File: src/rtl/int_ctrl_if.sv
// int_ctrl_if: register port, interrupt lines and request/ack handshake of int_ctrl.
interface int_ctrl_if #(parameter int NUM_IRQ = 6, parameter int NUM_TIMERS = 2);
  logic [NUM_IRQ-1:0]    irq_i;
  logic                  we_i;
  logic [4:0]            waddr_i;
  logic [31:0]           wdata_i;
  logic [4:0]            raddr_i;
  logic [31:0]           rdata_o;
  logic                  irq_req_o;
  logic [4:0]            irq_id_o;
  logic                  ack_i;
  logic [NUM_TIMERS-1:0] timer_int_o;
  modport master (
    output irq_i, we_i, waddr_i, wdata_i, raddr_i, ack_i,
    input  rdata_o, irq_req_o, irq_id_o, timer_int_o
  );
  modport slave (
    input  irq_i, we_i, waddr_i, wdata_i, raddr_i, ack_i,
    output rdata_o, irq_req_o, irq_id_o, timer_int_o
  );
endinterface

File: src/rtl/int_ctrl.sv
// int_ctrl: interrupt/timer controller with fixed-priority request handshake.
// Define INTC_SYNC_EN to insert a two-flop synchroniser on irq_i.
module int_ctrl #(
  parameter int NUM_IRQ    = 6,
  parameter int NUM_TIMERS = 2,
  parameter int CNT_W      = 32
) (
  input logic clk,
  input logic rst,
  int_ctrl_if.slave bus
);
  localparam int NUM_SRC = NUM_IRQ + NUM_TIMERS;
  typedef enum logic [1:0] {IDLE, REQ, SERVICE} state_t;
  state_t state;
  logic [NUM_SRC-1:0] mask, pend, pend_nx, elig, clr, set, clrable, id_oh;
  logic [NUM_IRQ-1:0] mode, irq_q, prev_q, in_d;
  logic [NUM_TIMERS-1:0] ten, match, cmp_wr, cnt_wr;
  logic [CNT_W-1:0] cnt [NUM_TIMERS];
  logic [CNT_W-1:0] cmp [NUM_TIMERS];
  logic ie, req, any, eoi;
  logic [4:0] id, win;
  logic [31:0] rd;
`ifdef INTC_SYNC_EN
  logic [NUM_IRQ-1:0] s1, s2;
  always_ff @(posedge clk or posedge rst)
    if (rst) begin
      s1 <= '0;
      s2 <= '0;
    end else begin
      s1 <= bus.irq_i;
      s2 <= s1;
    end
  assign in_d = s2;
`else
  assign in_d = bus.irq_i;
`endif
  assign clrable = {{NUM_TIMERS{1'b1}}, mode};
  assign id_oh = NUM_SRC'(1) << id;
  assign eoi = bus.we_i && bus.waddr_i == 5'd4;
  // level sources mirror irq_q; edge and timer sources latch until cleared, set beats clear
  always_comb begin
    clr = (bus.we_i && bus.waddr_i == 5'd2) ? bus.wdata_i[NUM_SRC-1:0] : '0;
    clr = (state == REQ && bus.ack_i) ? clr | id_oh : clr;
    for (int k = 0; k < NUM_TIMERS; k++) begin
      match[k] = ten[k] && cnt[k] == cmp[k];
      cnt_wr[k] = bus.we_i && bus.waddr_i == 5'(8 + 2 * k);
      cmp_wr[k] = bus.we_i && bus.waddr_i == 5'(9 + 2 * k);
    end
    set = {match, irq_q & ~prev_q};
    pend_nx = (clrable & (set | (pend & ~clr))) | (~clrable & {{NUM_TIMERS{1'b0}}, irq_q});
    pend_nx[NUM_SRC-1:NUM_IRQ] = pend_nx[NUM_SRC-1:NUM_IRQ] & ~cmp_wr;
  end
  always_comb begin
    elig = pend & mask & {NUM_SRC{ie}};
    any = |elig;
    win = '0;
    for (int i = NUM_SRC - 1; i >= 0; i--)
      win = elig[i] ? 5'(i) : win;
  end
  always_comb begin
    rd = '0;
    rd = bus.raddr_i == 5'd0 ? 32'(mask) : rd;
    rd = bus.raddr_i == 5'd1 ? 32'(mode) : rd;
    rd = bus.raddr_i == 5'd2 ? 32'(pend) : rd;
    rd = bus.raddr_i == 5'd3 ? 32'({ten, ie}) : rd;
    for (int k = 0; k < NUM_TIMERS; k++) begin
      rd = bus.raddr_i == 5'(8 + 2 * k) ? 32'(cnt[k]) : rd;
      rd = bus.raddr_i == 5'(9 + 2 * k) ? 32'(cmp[k]) : rd;
    end
  end
  always_ff @(posedge clk or posedge rst)
    if (rst) begin
      mask   <= '0;
      mode   <= '0;
      ie     <= 1'b0;
      ten    <= '0;
      pend   <= '0;
      irq_q  <= '0;
      prev_q <= '0;
      for (int k = 0; k < NUM_TIMERS; k++) begin
        cnt[k] <= '0;
        cmp[k] <= '0;
      end
    end else begin
      irq_q  <= in_d;
      prev_q <= irq_q;
      pend   <= pend_nx;
      if (bus.we_i && bus.waddr_i == 5'd0) mask <= bus.wdata_i[NUM_SRC-1:0];
      if (bus.we_i && bus.waddr_i == 5'd1) mode <= bus.wdata_i[NUM_IRQ-1:0];
      if (bus.we_i && bus.waddr_i == 5'd3) {ten, ie} <= bus.wdata_i[NUM_TIMERS:0];
      for (int k = 0; k < NUM_TIMERS; k++) begin
        cnt[k] <= cnt_wr[k] ? bus.wdata_i[CNT_W-1:0] : cnt[k] + CNT_W'(1);
        if (cmp_wr[k]) cmp[k] <= bus.wdata_i[CNT_W-1:0];
      end
    end
  // the id is frozen while requesting; ack takes priority over withdrawal
  always_ff @(posedge clk or posedge rst)
    if (rst) begin
      state <= IDLE;
      req   <= 1'b0;
      id    <= '0;
    end else
      case (state)
        IDLE:
          if (any) begin
            state <= REQ;
            req   <= 1'b1;
            id    <= win;
          end
        REQ:
          if (bus.ack_i) begin
            state <= SERVICE;
            req   <= 1'b0;
          end else if (!(|(elig & id_oh))) begin
            state <= IDLE;
            req   <= 1'b0;
          end
        SERVICE: state <= eoi ? IDLE : SERVICE;
        default: begin
          state <= IDLE;
          req   <= 1'b0;
        end
      endcase
  assign bus.rdata_o     = rd;
  assign bus.irq_req_o   = req;
  assign bus.irq_id_o    = id;
  assign bus.timer_int_o = pend[NUM_SRC-1:NUM_IRQ];
endmodule

File: src/flat_wrapper.sv
// flat-port wrapper written by rule: the top's interface ports become plain ports
module int_ctrl_flat 
#(
  parameter int NUM_IRQ    = 6,
  parameter int NUM_TIMERS = 2,
  parameter int CNT_W      = 32
)
  (clk, rst, bus_irq_i, bus_we_i, bus_waddr_i, bus_wdata_i, bus_raddr_i, bus_ack_i, bus_rdata_o, bus_irq_req_o, bus_irq_id_o, bus_timer_int_o);
  int_ctrl_if #(.NUM_IRQ(NUM_IRQ), .NUM_TIMERS(NUM_TIMERS)) bus_i ();
  input logic clk;
  input logic rst;
  input wire logic [$bits(bus_i.irq_i)-1:0] bus_irq_i;
  input wire logic [$bits(bus_i.we_i)-1:0] bus_we_i;
  input wire logic [$bits(bus_i.waddr_i)-1:0] bus_waddr_i;
  input wire logic [$bits(bus_i.wdata_i)-1:0] bus_wdata_i;
  input wire logic [$bits(bus_i.raddr_i)-1:0] bus_raddr_i;
  input wire logic [$bits(bus_i.ack_i)-1:0] bus_ack_i;
  output wire logic [$bits(bus_i.rdata_o)-1:0] bus_rdata_o;
  output wire logic [$bits(bus_i.irq_req_o)-1:0] bus_irq_req_o;
  output wire logic [$bits(bus_i.irq_id_o)-1:0] bus_irq_id_o;
  output wire logic [$bits(bus_i.timer_int_o)-1:0] bus_timer_int_o;
  assign bus_i.irq_i = bus_irq_i;
  assign bus_i.we_i = bus_we_i;
  assign bus_i.waddr_i = bus_waddr_i;
  assign bus_i.wdata_i = bus_wdata_i;
  assign bus_i.raddr_i = bus_raddr_i;
  assign bus_i.ack_i = bus_ack_i;
  assign bus_rdata_o = bus_i.rdata_o;
  assign bus_irq_req_o = bus_i.irq_req_o;
  assign bus_irq_id_o = bus_i.irq_id_o;
  assign bus_timer_int_o = bus_i.timer_int_o;
  int_ctrl #(.NUM_IRQ(NUM_IRQ), .NUM_TIMERS(NUM_TIMERS), .CNT_W(CNT_W)) u_core (.clk(clk), .rst(rst), .bus(bus_i));
endmodule
File: config.mk
export PLATFORM = sky130hd
export DESIGN_NAME = int_ctrl_flat
export DESIGN_NICKNAME = d
export VERILOG_FILES = /design/src/rtl/int_ctrl_if.sv /design/src/rtl/int_ctrl.sv /design/src/flat_wrapper.sv
export SDC_FILE = /design/constraint.sdc
export NUM_CORES = 1
export LEC_CHECK = 0
export BUFFER_PORTS_ARGS = -buffer_cell sky130_fd_sc_hd__buf_2
export CAP_MARGIN = 20
export CORE_ASPECT_RATIO = 0.5
export CORE_MARGIN = 10
export CORE_UTILIZATION = 60
export DETAILED_ROUTE_END_ITERATION = 8
export PLACE_DENSITY = 0.81
export REMOVE_ABC_BUFFERS = 1
export SETUP_SLACK_MARGIN = 0.4
export SYNTH_ARGS = -nofsm -noshare
export SYNTH_HDL_FRONTEND = slang
export SYNTH_SLANG_ARGS = --single-unit
File: constraint.sdc
create_clock -name clk -period 7.65 [get_ports clk]
set_input_delay 1.9125 -clock clk [delete_from_list [all_inputs] [get_ports clk]]
set_output_delay 1.9125 -clock clk [all_outputs]
set_load 0.05 [all_outputs]
# Yosys cells after proc, flatten, opt, wreduce, memory -nomap -nowiden
# Cells that the tools add are included.
# op_classes
add_sub_neg	2
eq_ne	21
shift	1
n_mux	29
n_bitwise	16
n_reduce_logical	20
# ops
operator	n
$mux 32	9
$add 32x1->32 const B	2
$eq 32x32->1	2
$and 8x8->8	5
$eq 5x4->1 const B	8
$mux 5	7
$mux 8	3
$or 8x8->8	3
$eq 5x2->1 const B	4
$not 8->8	2
$reduce_or 8->1	2
$logic_and 1x1->1	12
$eq 5x1->1 const B	2
$logic_not 5->1	2
$and 8x6->8	1
$mux 2	4
$shl 1x5->8 const A	1
$and 6x6->6	1
$not 6->6	1
$pmux 2 s3	1
$eq 5x3->1 const B	1
$reduce_and 2->1	2
$mux 1	3
$mux 3	1
10 further kinds	10
# word_totals
regBits	173
in_bits	52
wordCells	103

# Longest topological paths before layout
# Gate-level depths: netlist (run 1).
# depth
ltp_word	11
mapped_depth	8
mapped_depth_nobuf	6

# Worst setup path before layout (run 1)
# OpenSTA, ideal clock, no wires.
# synth_timing
kind	input-to-output
from	input bus_raddr_i[4]
to	output bus_rdata_o[6]
arrival_ns	4.119
required_time_ns	5.738
setup_slack_ns	1.619
cell_stages	6
cell_sequence	nor2_1 nand2_1 nor2_1 buf_2 a221oi_1 o21ai_0
# synth_via
elab_chain_len	9
elab_cells_between_ends	16
classes_between	eq/ne (7); mux (8); reduce/logical (1)
# synth_lines
element	line_no	rtl
start: declaration	flat_wrapper.sv:16	input wire logic [$bits(bus_i.raddr_i)-1:0] bus_raddr_i;
$logic_not 5->1	int_ctrl.sv:62	rd = bus.raddr_i == 5'd0 ? 32'(mask) : rd;
$mux 8	int_ctrl.sv:62	
$mux 32	int_ctrl.sv:63	rd = bus.raddr_i == 5'd1 ? 32'(mode) : rd;
$mux 32	int_ctrl.sv:64	rd = bus.raddr_i == 5'd2 ? 32'(pend) : rd;
$mux 32	int_ctrl.sv:65	rd = bus.raddr_i == 5'd3 ? 32'({ten, ie}) : rd;
$mux 32	int_ctrl.sv:67	rd = bus.raddr_i == 5'(8 + 2 * k) ? 32'(cnt[k]) : rd;
$mux 32	int_ctrl.sv:68	rd = bus.raddr_i == 5'(9 + 2 * k) ? 32'(cmp[k]) : rd;
$mux 32	int_ctrl.sv:67	
$mux 32 *	int_ctrl.sv:68	
end: declaration	flat_wrapper.sv:18	output wire logic [$bits(bus_i.rdata_o)-1:0] bus_rdata_o;
# Every way passes the cells marked *; elsewhere a longest branch is shown, timed or not.

# Final worst setup path (run 1)
# layout_timing
from	input bus_raddr_i[4]
to	output bus_rdata_o[23]
# layout_via
elab_chain_len	7
elab_cells_between_ends	12
classes_between	eq/ne (6); mux (6)
# layout_lines
element	line_no
$eq 5x2->1	int_ctrl.sv:64
$mux 32	int_ctrl.sv:64
$mux 32	int_ctrl.sv:65
$mux 32	int_ctrl.sv:67
$mux 32	int_ctrl.sv:68
$mux 32	int_ctrl.sv:67
$mux 32 *	int_ctrl.sv:68
# Marks and branches as above.

==> PnR_summary.wiki, run 1 <==
{| class="wikitable"
! Metric !! Value
|-
| Adder-cell share of the synthesized area || 0.262%
|-
| Post-synthesis mux area share || 11.9%
|-
| Clock network fraction of total power || 27.0%
|-
| Final-report setup violation count || 0
|-
| Destination of the worst register-to-register timing path || u_core.cnt[63]
|-
| Share of power burned in combinational logic || 27.2%
|-
| Clock tree from TritonCTS || built
|-
| Buffer cell driving the clock tree root || clkbuf_16
|-
| Post-layout nets || 1049
|-
| Post-CTS setup-driven buffer insertion count || 0
|-
| Family with the most delay on the worst path || simple AND/OR/NAND/NOR gates
|-
| Worst hold path class || reg -> reg
|-
| Share of synthesized cell area in and, or, nand and nor gates || 15.8%
|-
| Pins Over Slew Limit || 0
|-
| Die height || 109 um
|-
| Via total after detailed routing || 7886
|-
| Start-to-end type of the worst setup path || in -> out
|-
| Number of iterations in the first detailed-routing pass || 6
|-
| Startpoint of the lowest-slack register-to-register path || u_core.cnt[36]
|-
| Largest family of logic cells by synthesized area || simple AND/OR/NAND/NOR gates
|-
| Final hold vios || 0
|-
| Number of DRC violations after detailed routing || 0
|-
| Library cells used by synthesis || 66
|-
| CP Max Fanout || 10
|-
| Count of maximum capacitance violations || 0
|-
| Clock Skews || 0.0117 ns
|-
| Initial antenna violation count || 0
|-
| Final period demand of the worst path || 6.26 ns
|-
| IR drop worst, VDD || 0.232 mV
|-
| Total design power || 3230 uW
|-
| Transition time of the tightest slew-check pin || 1.03 ns
|-
| Internal power component || 2010 uW
|-
| Detailed router's first-iteration violation count || 936
|-
| Setup repair after global routing missed its margin || false
|-
| Fraction of registers with async set or reset after synthesis || 100%
|-
| Total power per unit cell area || 304 mW/mm^2
|-
| Detail Placement HPWL || 18800 um
|-
| Critical path cell sequence || buf_2, nor2_1, nand2_1, nor2_1, buf_4, a22oi_1, nand2_1, buf_2
|-
| Sequential-to-total area share from yosys stat || 44.8%
|-
| Leading cell types in the layout, fill and taps excluded || dfrtp_1 (171), nand2_1 (91), buf_2 (89)
|-
| Instance area at placement || 0.0100 mm^2
|-
| Core Area || 0.0155 mm^2
|-
| Total congestion overflow after global routing || 0
|-
| Nature of the critical path endpoint || primary output
|-
| Share of the core filled with cells in the final layout || 68.5%
|-
| Via count normalized by instance count || 6.51
|-
| Layout cells sized above 1 || 24.4%
|-
| Initial core utilization || 61.7%
|-
| Max Clk Rate || 0.160 GHz
|-
| Most common cell after layout, fill and taps aside || dfrtp_1
|-
| Total clock sinks || 171
|-
| Depth of the CTS H-tree || 4
|-
| Stages on worst setup path || 8
|-
| Die width || 199 um
|-
| # rows || 32
|-
| Yosys Warn Count || 0
|-
| Launching element type of the critical path || input port
|-
| Placer's final routability congestion estimate || 0.984
|-
| Post-synthesis instance area || 0.00956 mm^2
|-
| Total die area || 0.0217 mm^2
|-
| CP startpoint || bus_raddr_i[4]
|-
| Final period util || 81.8%
|-
| I/O pin cnt || 92
|-
| Cell leakage power || 0.00443 uW
|-
| Fraction of the mapped netlist area in compound gates || 11.8%
|-
| Synth Area in XOR/XNOR || 11.4%
|-
| Data required, critical path || 5.74 ns
|-
| Relative max-transition margin || 31.4%
|-
| Sequential share of power || 45.8%
|-
| ANT cells || 0
|-
| Switching Power || 1220 uW
|-
| Average size of a mapped cell || 10.2 um^2
|-
| Buffers added on ports || 89
|-
| Overall fraction of global-route tracks in use || 25.2%
|-
| Number of cells on the worst reg-to-reg path || 5
|-
| Post-route cell area || 0.0106 mm^2
|-
| Status || completed
|-
| Total wire length || 27400 um
|-
| Data arrival time of the critical path || 4.35 ns
|-
| Wire length of the first global-routing pass || 42500 um
|-
| Layout Area Growth over Synthesis || 11.0%
|-
| Slowest cell on the critical path || nor2_1
|-
| Count of antenna-violating nets left after detailed routing || 0
|-
| Hold buffer count at cts || 0
|-
| Setup slack of the worst register-to-register path || 5.12 ns
|-
| Routed wire per std cell || 22.7 um
|-
| Count of buffering cells on the critical path with inverters included || 3
|-
| Primary flip-flop cell chosen by synthesis mapping || dfrtp_1
|-
| Crit path to || bus_rdata_o[23]
|-
| Post-synthesis sequential element count || 171
|-
| Clock transition time at the flip-flop clock pins of the worst setup and hold paths || 0.06 ns
|-
| Buffers from clock root to sink, at most || 2
|-
| Slowest cell delay on critical path || 0.69 ns
|-
| Number of standard cells after synthesis || 940
|-
| Clock insertion delay at the later pin of the skew report || 0.44 ns
|-
| Fraction of power spent switching nets || 37.7%
|-
| EDFF count, synth || 0
|-
| Via count of the first global-routing pass || 7734
|-
| Pin count of the biggest net entering global routing || 92
|-
| Summed negative setup slack over all endpoints || 0 ns
|-
| CTS Buf Count || 17
|-
| Number of resized instances in the post-cts repair step || 0
|}
==> through the flow <==
step	hold WS, ns	worst slack (ns)	std cells
2_1_floorplan	0.354	1.11	876
3_3_place_gp	0.368	1.61	1179
3_5_place_dp	0.365	1.52	1179
4_1_cts	0.380	1.52	1210
5_1_grt	0.394	1.37	1211
6_report	0.377	1.39	1211
==> cell families (layout without fill, tap and decap cells) <==
kind of cell / count (synthesis) / in the layout
AOI/OAI and AO/OA: 170 / 170
xor gates and xnor gates: 124 / 124
adders and majority gates: 2 / 2
buffers and inverters: 74 / 140
DFF: 171 / 171
muxes: 97 / 97
other: 1 / 2
and+or+nand+nor: 301 / 301
==> layout make-up <==
cell class	count	area, um^2
clock inverter	12	141
tap	204	255
clock buffer	19	443
fill	1152	4880
multi-input combinational	696	4910
sequential	171	4280
timing repair buffer	100	548
inverter	9	38.8
==> Yosys cell counts, types with 2 or more instances <==
library cell | n | area, um^2
o21ai_1 | 3 | 15.0
and4_1 | 8 | 70.1
a32o_1 | 6 | 60.1
buf_6 | 2 | 22.5
mux2_2 | 85 | 957
buf_4 | 5 | 37.5
and3_2 | 2 | 15.0
inv_1 | 9 | 33.8
nor4_2 | 3 | 37.5
mux4_2 | 5 | 113
a21oi_1 | 61 | 305
clkbuf_1 | 33 | 124
and2_1 | 4 | 25.0
o311ai_0 | 2 | 17.5
a22o_1 | 4 | 35.0
nand3_1 | 29 | 145
o21ai_2 | 3 | 26.3
nor2b_1 | 4 | 25.0
ha_1 | 2 | 25.0
a211oi_1 | 3 | 22.5
o22ai_1 | 2 | 12.5
nor2_1 | 75 | 282
a22oi_1 | 20 | 150
buf_1 | 2 | 7.51
xnor2_1 | 67 | 587
nor3_1 | 22 | 110
o21ai_0 | 31 | 155
a221oi_1 | 2 | 17.5
nor4_1 | 14 | 87.6
dfrtp_1 | 171 | 4280
a32oi_1 | 5 | 43.8
mux2i_1 | 7 | 70.1
a222oi_1 | 14 | 140
nand2_1 | 91 | 342
xor2_1 | 57 | 499
clkbuf_8 | 5 | 68.8
nand3b_1 | 4 | 30.0
a21bo_2 | 4 | 40.0
nand4_1 | 25 | 156
and3_1 | 6 | 37.5
buf_2 | 16 | 80.1
o211ai_1 | 3 | 22.5
==> power by group through the flow <==
stage	sequential (uW)	clock, uW	combinational (uW)
3_5_place_dp	1480	0	852
3_3_place_gp	1460	0	828
2_1_floorplan	1430	0	592
5_1_grt	1510	918	942
4_1_cts	1470	879	863
6_report	1480	873	879
==> metal layers <==
layer / routed length, um / global-route usage [%] / vias up
li1: - / - / 3488
met1: 11100 / 33.2 / 3861
met2: 12300 / 38.9 / 450
met3: 3200 / 7.20 / 87
met4: 808 / 9.63 / 0
met5: 0 / 0 / -
==> state kept, by name, indices dropped and copies added, names as in the netlist <==
name and cells:
u_core.cmp 64, u_core.cnt 64, u_core.mask 8, u_core.pend 8, u_core.irq_q 6, u_core.mode 6, u_core.prev_q 6, u_core.bus.irq_id_o 3
u_core.state 2, u_core.ten 2, u_core.bus.irq_req_o 1, u_core.ie 1
==> worst min path at each step <==
stage / to / cells after the start / slack, ns / startpoint
global placement: u_core.prev_q[3] / 0 / 0.37 / u_core.irq_q[3]
floorplan: u_core.prev_q[0] / 0 / 0.35 / u_core.irq_q[0]
global route: u_core.prev_q[5] / 0 / 0.39 / u_core.irq_q[5]
detailed placement: u_core.prev_q[5] / 0 / 0.36 / u_core.irq_q[5]
CTS: u_core.prev_q[5] / 0 / 0.38 / u_core.irq_q[5]
finish: u_core.prev_q[5] / 0 / 0.38 / u_core.irq_q[5]
Note: power is estimated with default switching activity, not from simulation.
==> run 2: changes to the inputs <==
- ABC_AREA: not set -> 1
- CORE_UTILIZATION: 60 -> 55
- PLACE_DENSITY: 0.81 -> 0.77
- clock period: 7.65 -> 5.5 ns (I/O delays scaled with it)
==> run 2 against run 1 <==
  * The flow now finishes with violations (design-rule violations)
  * Critical endpoint is now bus_rdata_o[7]
  * Global-route usage rose by 5.9 points
  * Utilization shrank 5.5 points
  * Sequential share of layout area shrank 3.6 points
  * First-iteration DRC count up 74%
  * Via count up 38%
  * Final area is 9.9% higher
  * Combinational power grew 56%
  * Final cell count up 53%
  * Worst hold slack better by 0.0021 ns
  * Power rose by 41%
==> PnR_summary.wiki, run 2 <==
{| class="wikitable"
! Metric !! Value
|-
| Clock transition time at the flip-flop clock pins of the worst setup and hold paths || 0.07 ns (about the same)
|-
| Number of cells in the finished layout apart from fillers || 1857 (+53%)
|-
| Library cells used by synthesis || 42 (-36%)
|-
| Fraction of registers with async set or reset after synthesis || 100% (unchanged)
|-
| Number of iterations in the first detailed-routing pass || 9 (+3)
|-
| Wire length of the first global-routing pass || 60900 um (+43%)
|-
| ANT cells || 0 (unchanged)
|-
| Biggest regs || u_core.cmp (64), u_core.cnt (64)
|-
| Average size of a mapped cell || 6.91 um^2 (-32%)
|-
| Clock insertion delay at the later pin of the skew report || 0.46 ns (+0.02 ns)
|-
| Number of standard cells after synthesis || 1511 (+61%)
|-
| IR drop worst, VDD || 0.240 mV (+3.6%)
|-
| Sequential-to-total area share from yosys stat || 41.0% (-3.8 points)
|-
| Data required, critical path || 4.12 ns (-1.62 ns)
|-
| Clock tree from TritonCTS || built
|-
| Via count of the first global-routing pass || 10300 (+34%)
|-
| Start-to-end type of the worst setup path || in -> out
|-
| Failing checks || design-rule violations
|-
| Post-placement cell count || 1825 (+55%)
|-
| Final-report setup violation count || 0 (unchanged)
|-
| Die height || 117 um (+7.5%)
|-
| Buffer cell driving the clock tree root || clkbuf_16
|-
| Post-synthesis sequential element count || 171 (unchanged)
|-
| Yosys Warn Count || 0 (unchanged)
|-
| Total die area || 0.0252 mm^2 (+16%)
|-
| Pins Over Slew Limit || 0 (unchanged)
|-
| Status || finished with violations
|-
| Clock Skews || 0.0111 ns (-0.000524 ns)
|-
| Buffers from clock root to sink, at most || 2 (unchanged)
|-
| Layout cells sized above 1 || 12.0% (-12 points)
|-
| Top cells by instance count after synthesis || nand2_1 (549), inv_1 (179), dfrtp_1 (171)
|-
| EDFF count, synth || 0 (unchanged)
|-
| Count of antenna-violating nets left after detailed routing || 0 (unchanged)
|-
| CP Max Fanout || 20 (+10)
|-
| Hold buffer count at cts || 0 (unchanged)
|-
| Total power per unit cell area || 390 mW/mm^2 (+28%)
|-
| Destination of the worst register-to-register timing path || u_core.cnt[42]
|-
| # rows || 35 (+9.4%)
|-
| Count of maximum capacitance violations || 0 (unchanged)
|-
| Leading cell types in the layout, fill and taps excluded || nand2_1 (549), inv_1 (178), dfrtp_1 (171)
|-
| Worst hold path class || reg -> reg
|-
| Topmost layer with routed signal wires || met4
|-
| Routed wire per std cell || 21.5 um (-5.2%)
|-
| Setup slack of the worst register-to-register path || 3.40 ns (-1.72 ns)
|-
| Total congestion overflow after global routing || 0 (unchanged)
|-
| Buffers added on ports || 89 (unchanged)
|-
| Initial core utilization || 56.4% (-5.3 points)
|-
| Transition time of the tightest slew-check pin || 0.804 ns (-0.225 ns)
|-
| Sum of met2 wire segment lengths after detailed routing || 16500 um (+34%)
|-
| Total wire length || 39900 um (+45%)
|-
| Total clock sinks || 171 (unchanged)
|-
| Post-synthesis instance area || 0.0104 mm^2 (+9.2%)
|-
| Setup repair after global routing missed its margin || false
|-
| Startpoint of the lowest-slack register-to-register path || u_core.cnt[32]
|-
| Launching element type of the critical path || input port
|-
| Depth of the CTS H-tree || 4 (unchanged)
|-
| Max Clk Rate || 0.211 GHz
|-
| Instance area at placement || 0.0111 mm^2 (+11%)
|-
| Via total after detailed routing || 10900 (+38%)
|-
| Cell leakage power || 0.00579 uW (+31%)
|-
| Placer's final routability congestion estimate || 1.05 (+6.8%)
|-
| WHS Path Cells || 0 (unchanged)
|-
| Detail Placement HPWL || 30800 um (+64%)
|-
| Share of the core filled with cells in the final layout || 63.0% (-5.5 points)
|-
| Initial antenna violation count || 0 (unchanged)
|-
| Post-layout nets || 1639 (+56%)
|-
| Post-CTS setup-driven buffer insertion count || 0 (unchanged)
|-
| Dominant cell by count in the synthesized netlist || nand2_1
|-
| I/O pin cnt || 92 (unchanged)
|-
| Overall fraction of global-route tracks in use || 31.1% (+5.9 points)
|-
| Number of cells on the worst reg-to-reg path || 10 (+5)
|-
| Layout Area Growth over Synthesis || 11.8%
|-
| Portion of synthesized cell area occupied by the leading cell type || 41.0% (-3.8 points)
|-
| Top post-synthesis cells by area || dfrtp_1 (41%), nand2_1 (20%), inv_1 (6.4%), o21ai_0 (5.5%), nor2_1 (4.9%)
|-
| Pin count of the biggest net entering global routing || 89 (-3.3%)
|-
| Detailed-routing wirelength on met1 || 17100 um (+53%)
|-
| Die width || 215 um (+8.2%)
|-
| Primary flip-flop cell chosen by synthesis mapping || dfrtp_1
|-
| Final hold vios || 0 (unchanged)
|-
| Pre-CTS setup slack || 0.865 ns (-0.656 ns)
|-
| Biggest area consumer among synthesized cells || dfrtp_1
|-
| Summed negative setup slack over all endpoints || 0 ns (unchanged)
|-
| Detailed router's first-iteration violation count || 1631 (+74%)
|-
| Core Area || 0.0185 mm^2 (+20%)
|-
| End of the worst hold path || u_core.prev_q[2]
|-
| Relative max-transition margin || 46.4% (+15 points)
|-
| Met3 wire length || 5230 um (+64%)
|-
| Post-route cell area || 0.0117 mm^2 (+9.9%)
|-
| Number of DRC violations after detailed routing || 1 (+1)
|-
| Number of resized instances in the post-cts repair step || 0 (unchanged)
|-
| Final period util || 86.4%
|-
| Hold path startpoint || u_core.irq_q[2]
|-
| CTS Buf Count || 17 (unchanged)
|-
| Data arrival time of the critical path || 3.37 ns (-0.98 ns)
|-
| Nature of the critical path endpoint || primary output
|-
| Final period demand of the worst path || 4.75 ns
|-
| Most common cell after layout, fill and taps aside || nand2_1
|-
| Via count normalized by instance count || 5.85 (-10%)
|-
| Worst-case setup margin in the final layout || 0.750 ns (-0.642 ns)
|}
## run 2: cell count changes in the layout (fill, tap and decap cells not counted), sizes merged, moves of 14 or more
cell / change
nand2: +468
inv: +185
o21ai: +107
mux2: -85
nor2: +78
xnor2: -51
a21oi: -43
nand3: +30
xor2: -27
a22oi: -20
nor4: -17
a222oi: -14
## run 2: how the worst max path moves through the flow
stage          slack (ns)            from                      to  cells past startpoint
2_1_floorplan       -0.51             rst  u_core.bus.irq_id_o[0]                      1
3_3_place_gp         0.89  bus_raddr_i[2]          bus_rdata_o[7]                      8
3_5_place_dp         0.87  bus_raddr_i[2]          bus_rdata_o[7]                      8
4_1_cts              0.85  bus_raddr_i[2]          bus_rdata_o[7]                      8
5_1_grt              0.72  bus_raddr_i[3]          bus_rdata_o[7]                      9
6_report             0.75  bus_raddr_i[2]          bus_rdata_o[7]                      8
## run 2: power by group
part	switching, uW	internal (uW)
combinational	958	413
sequential	414	1540
clock	622	612
## run 2: layout make-up
class                           instances  area (um^2)
Clock inverter                         15          168
Clock buffer                           17          425
Multi-Input combinational cell       1107         5220
Tap cell                              259          324
Fill cell                            1674         6850
Timing Repair Buffer                   98          541
Sequential cell                       171         4280
Inverter                              190          718
## run 2: worst max-delay path, stage by stage
cell and delay [ns]:
buf_2 0.11, nor2_2 0.19, inv_1 0.08, nor2_1 0.14, buf_4 0.31, inv_1 0.38
o2111ai_1 0.56, buf_12 0.20
## run 2: cells by family (layout without fill, tap and decap cells)
group | Yosys count | count (layout) | share of synthesized area, %
AOI/OAI and AO/OA | 216 | 216 | 11.7
xor gates and xnor gates | 46 | 46 | 3.86
adders and majority gates | 2 | 2 | 0.240
buffers and inverters | 234 | 320 | 9.09
DFF | 171 | 171 | 41.0
other | 1 | 2 | 0.0359
and+or+nand+nor | 841 | 841 | 34.1
## run 2: metal layers
layer  vias to the layer above  GRT usage (%)
li1                       4936              -
met1                      5120           43.4
met2                       718           45.0
met3                        89           9.34
met4                         0           9.82
met5                         -              0
## run 2: metrics by stage
step	total power (uW)	hold slack [ns]
6_report	4560	0.379
5_1_grt	4770	0.391
4_1_cts	4480	0.381
3_5_place_dp	3260	0.364
3_3_place_gp	3220	0.361
2_1_floorplan	2730	0.354
==> run 3: changes to the inputs <==
- PLACE_DENSITY: 0.77 -> 0.88
==> run 3 against run 2 <==
  * The run now ends clean
  * Worst hold slack got worse by 0.0025 ns
  * Clock skew up 0.0015 ns
  * Sequential cell count unchanged
  * Power shrank 1.3%
  * Routed wire length fell by 9.6%
  * Final area shrank 0.20%
  * Global-route usage is 3.4 points lower
  * Sequential share of layout area is 0.075 points higher
  * Clock power hardly changed
  * Largest power group unchanged
  * Highest routed layer unchanged
==> PnR_summary.wiki, run 3 (same netlist as run 2, synthesis figures left out) <==
{| class="wikitable"
! Metric !! Value
|-
| Post-layout nets || 1638 (-0.061%)
|-
| Via total after detailed routing || 10700 (-1.7%)
|-
| Layer carrying the most global-route usage || met2
|-
| Filler cell count in the final layout || 1677 (+0.18%)
|-
| Final hold vios || 0 (unchanged)
|-
| Detailed router's first-iteration violation count || 1638 (+0.43%)
|-
| Family with the most delay on the worst path || buffers and inverters
|-
| Total die area || 0.0252 mm^2 (unchanged)
|-
| Final-report setup violation count || 0 (unchanged)
|-
| Depth of the CTS H-tree || 4 (unchanged)
|-
| Max Clk Rate || 0.217 GHz (+3.0%)
|-
| Setup repair after global routing missed its margin || false
|-
| Detail Placement HPWL || 27500 um (-11%)
|-
| Final period demand of the worst path || 4.61 ns (-0.140 ns)
|-
| Met2 track demand over resource || 40.5% (-4.4 points)
|-
| Clock Skews || 0.0127 ns (+0.00155 ns)
|-
| Buffer cell driving the clock tree root || clkbuf_16
|-
| Post-CTS setup-driven buffer insertion count || 0 (unchanged)
|-
| IR drop worst, VDD || 0.253 mV (+5.1%)
|-
| CTS Buf Count || 17 (unchanged)
|-
| Share of the core filled with cells in the final layout || 62.9% (-0.13 points)
|-
| Launching element type of the critical path || input port
|-
| Worst hold path class || reg -> reg
|-
| Count of maximum capacitance violations || 0 (unchanged)
|-
| Number of resized instances in the post-cts repair step || 0 (unchanged)
|-
| Final period util || 83.8% (-2.5 points)
|-
| Cell leakage power || 0.00578 uW (-0.20%)
|-
| Buffers from clock root to sink, at most || 2 (unchanged)
|-
| Number of DRC violations after detailed routing || 0 (-1)
|-
| ANT cells || 0 (unchanged)
|-
| # rows || 35 (unchanged)
|-
| Relative max-transition margin || 40.6% (-5.9 points)
|-
| Slowest cell delay on critical path || 0.38 ns (-0.18 ns)
|-
| Slowest cell on the critical path || o21ai_0
|-
| Total power per unit cell area || 386 mW/mm^2 (-1.1%)
|-
| Via count of the first global-routing pass || 9877 (-4.4%)
|-
| Total congestion overflow after global routing || 0 (unchanged)
|-
| Met3 track utilization from global routing || 8.80% (-0.54 points)
|-
| Layout cells sized above 1 || 11.9% (-0.12 points)
|-
| Leading cell types in the layout, fill and taps excluded || nand2_1 (549), inv_1 (178), dfrtp_1 (171)
|-
| I/O pin cnt || 92 (unchanged)
|-
| Post-placement cell count || 1824 (-0.055%)
|-
| Routed wire per std cell || 19.4 um (-9.5%)
|-
| Clock tree from TritonCTS || built
|-
| Die width || 215 um (unchanged)
|-
| Pin count of the biggest net entering global routing || 111 (+25%)
|-
| Layout Area Growth over Synthesis || 11.6%
|-
| Biggest regs || u_core.cmp (64), u_core.cnt (64)
|-
| Die height || 117 um (unchanged)
|-
| Initial core utilization || 56.4% (unchanged)
|-
| Nature of the critical path endpoint || primary output
|-
| Wire length of the first global-routing pass || 55400 um (-9.0%)
|-
| Clock insertion delay at the later pin of the skew report || 0.45 ns (about the same)
|-
| CP Max Fanout || 20 (unchanged)
|-
| Critical path cell sequence || buf_2, nor2_2, inv_1, nor2_1, buf_4, inv_1, o21ai_0, buf_2
|-
| Number of iterations in the first detailed-routing pass || 5 (-4)
|-
| Buffers added on ports || 89 (unchanged)
|-
| Clock transition time at the flip-flop clock pins of the worst setup and hold paths || 0.07 ns (about the same)
|-
| Placer's final routability congestion estimate || 1.03 (-1.5%)
|-
| Via count normalized by instance count || 5.75 (-1.7%)
|-
| Start-to-end type of the worst setup path || in -> out
|-
| Count of buffering cells on the critical path with inverters included || 5 (unchanged)
|-
| Count of antenna-violating nets left after detailed routing || 0 (unchanged)
|-
| Core Area || 0.0185 mm^2 (unchanged)
|-
| Data required, critical path || 4.12 ns (about the same)
|-
| Overall fraction of global-route tracks in use || 27.7% (-3.4 points)
|-
| Most common cell after layout, fill and taps aside || nand2_1
|-
| Initial antenna violation count || 0 (unchanged)
|-
| Hold buffer count at cts || 0 (unchanged)
|-
| Total wire length || 36100 um (-9.6%)
|-
| Status || completed
|-
| Data arrival time of the critical path || 3.24 ns (-0.13 ns)
|-
| Transition time of the tightest slew-check pin || 0.889 ns (+0.0849 ns)
|-
| Number of cells in the finished layout apart from fillers || 1856 (-0.054%)
|-
| Met1 Use GR || 37.7% (-5.7 points)
|-
| Pins Over Slew Limit || 0 (unchanged)
|-
| Total clock sinks || 171 (unchanged)
|}
==> run 3: cell types whose count changed in the layout (fill, tap and decap cells not counted), moves of 2 or more <==
cell and delta:
clkinv_4 +5, clkinv_8 -4, inv_8 -3, bufinv_16 +2
inv_6 -2
==> run 3: path summary, 6_finish.rpt <==
kind / from / to / slack, ns / depth (start not counted)
max reg2reg: u_core.cnt[32] / u_core.cnt[42] / 3.44 / 10
max in group asynchronous: rst / u_core.cmp[46] / 3.45 / 3
min: u_core.irq_q[2] / u_core.prev_q[2] / 0.38 / 0
min in group asynchronous: rst / u_core.prev_q[4] / 1.00 / 2
min reg2reg: u_core.irq_q[2] / u_core.prev_q[2] / 0.38 / 0
max: bus_raddr_i[2] / bus_rdata_o[17] / 0.89 / 8
==> run 3: routing by layer <==
layer,vias up,wire (um)
met4,0,1180
met5,-,0
li1,4937,-
met2,672,15400
met1,4962,14600
met3,103,4960
==> run 3: area by class of cell <==
class                      count  area [um^2]  area share (%)
clock buffer                  18          429            3.68
timing repair buffer          97          518            4.45
inverter                     190          718            6.17
sequential                   171         4280            36.7
clock inverter                14          163            1.40
tap                          259          324            2.78
multi-input combinational   1107         5220            44.8
==> run 3: stage by stage <==
step / setup slack [ns] / cell area, um^2 / hold WS [ns] / setup TNS [ns] / total power (uW)
2_1_floorplan: -0.507 / 10200 / 0.354 / -86.66 / 2730
3_3_place_gp: 1.05 / 11100 / 0.365 / 0 / 3170
3_5_place_dp: 1.01 / 11100 / 0.366 / 0 / 3200
4_1_cts: 1.00 / 11600 / 0.381 / 0 / 4440
5_1_grt: 0.882 / 11600 / 0.388 / 0 / 4710
6_report: 0.890 / 11600 / 0.377 / 0 / 4500
==> run 3: where the power goes <==
part | internal [uW] | switching [uW]
combinational | 412 | 899
sequential | 1540 | 405
clock | 680 | 565
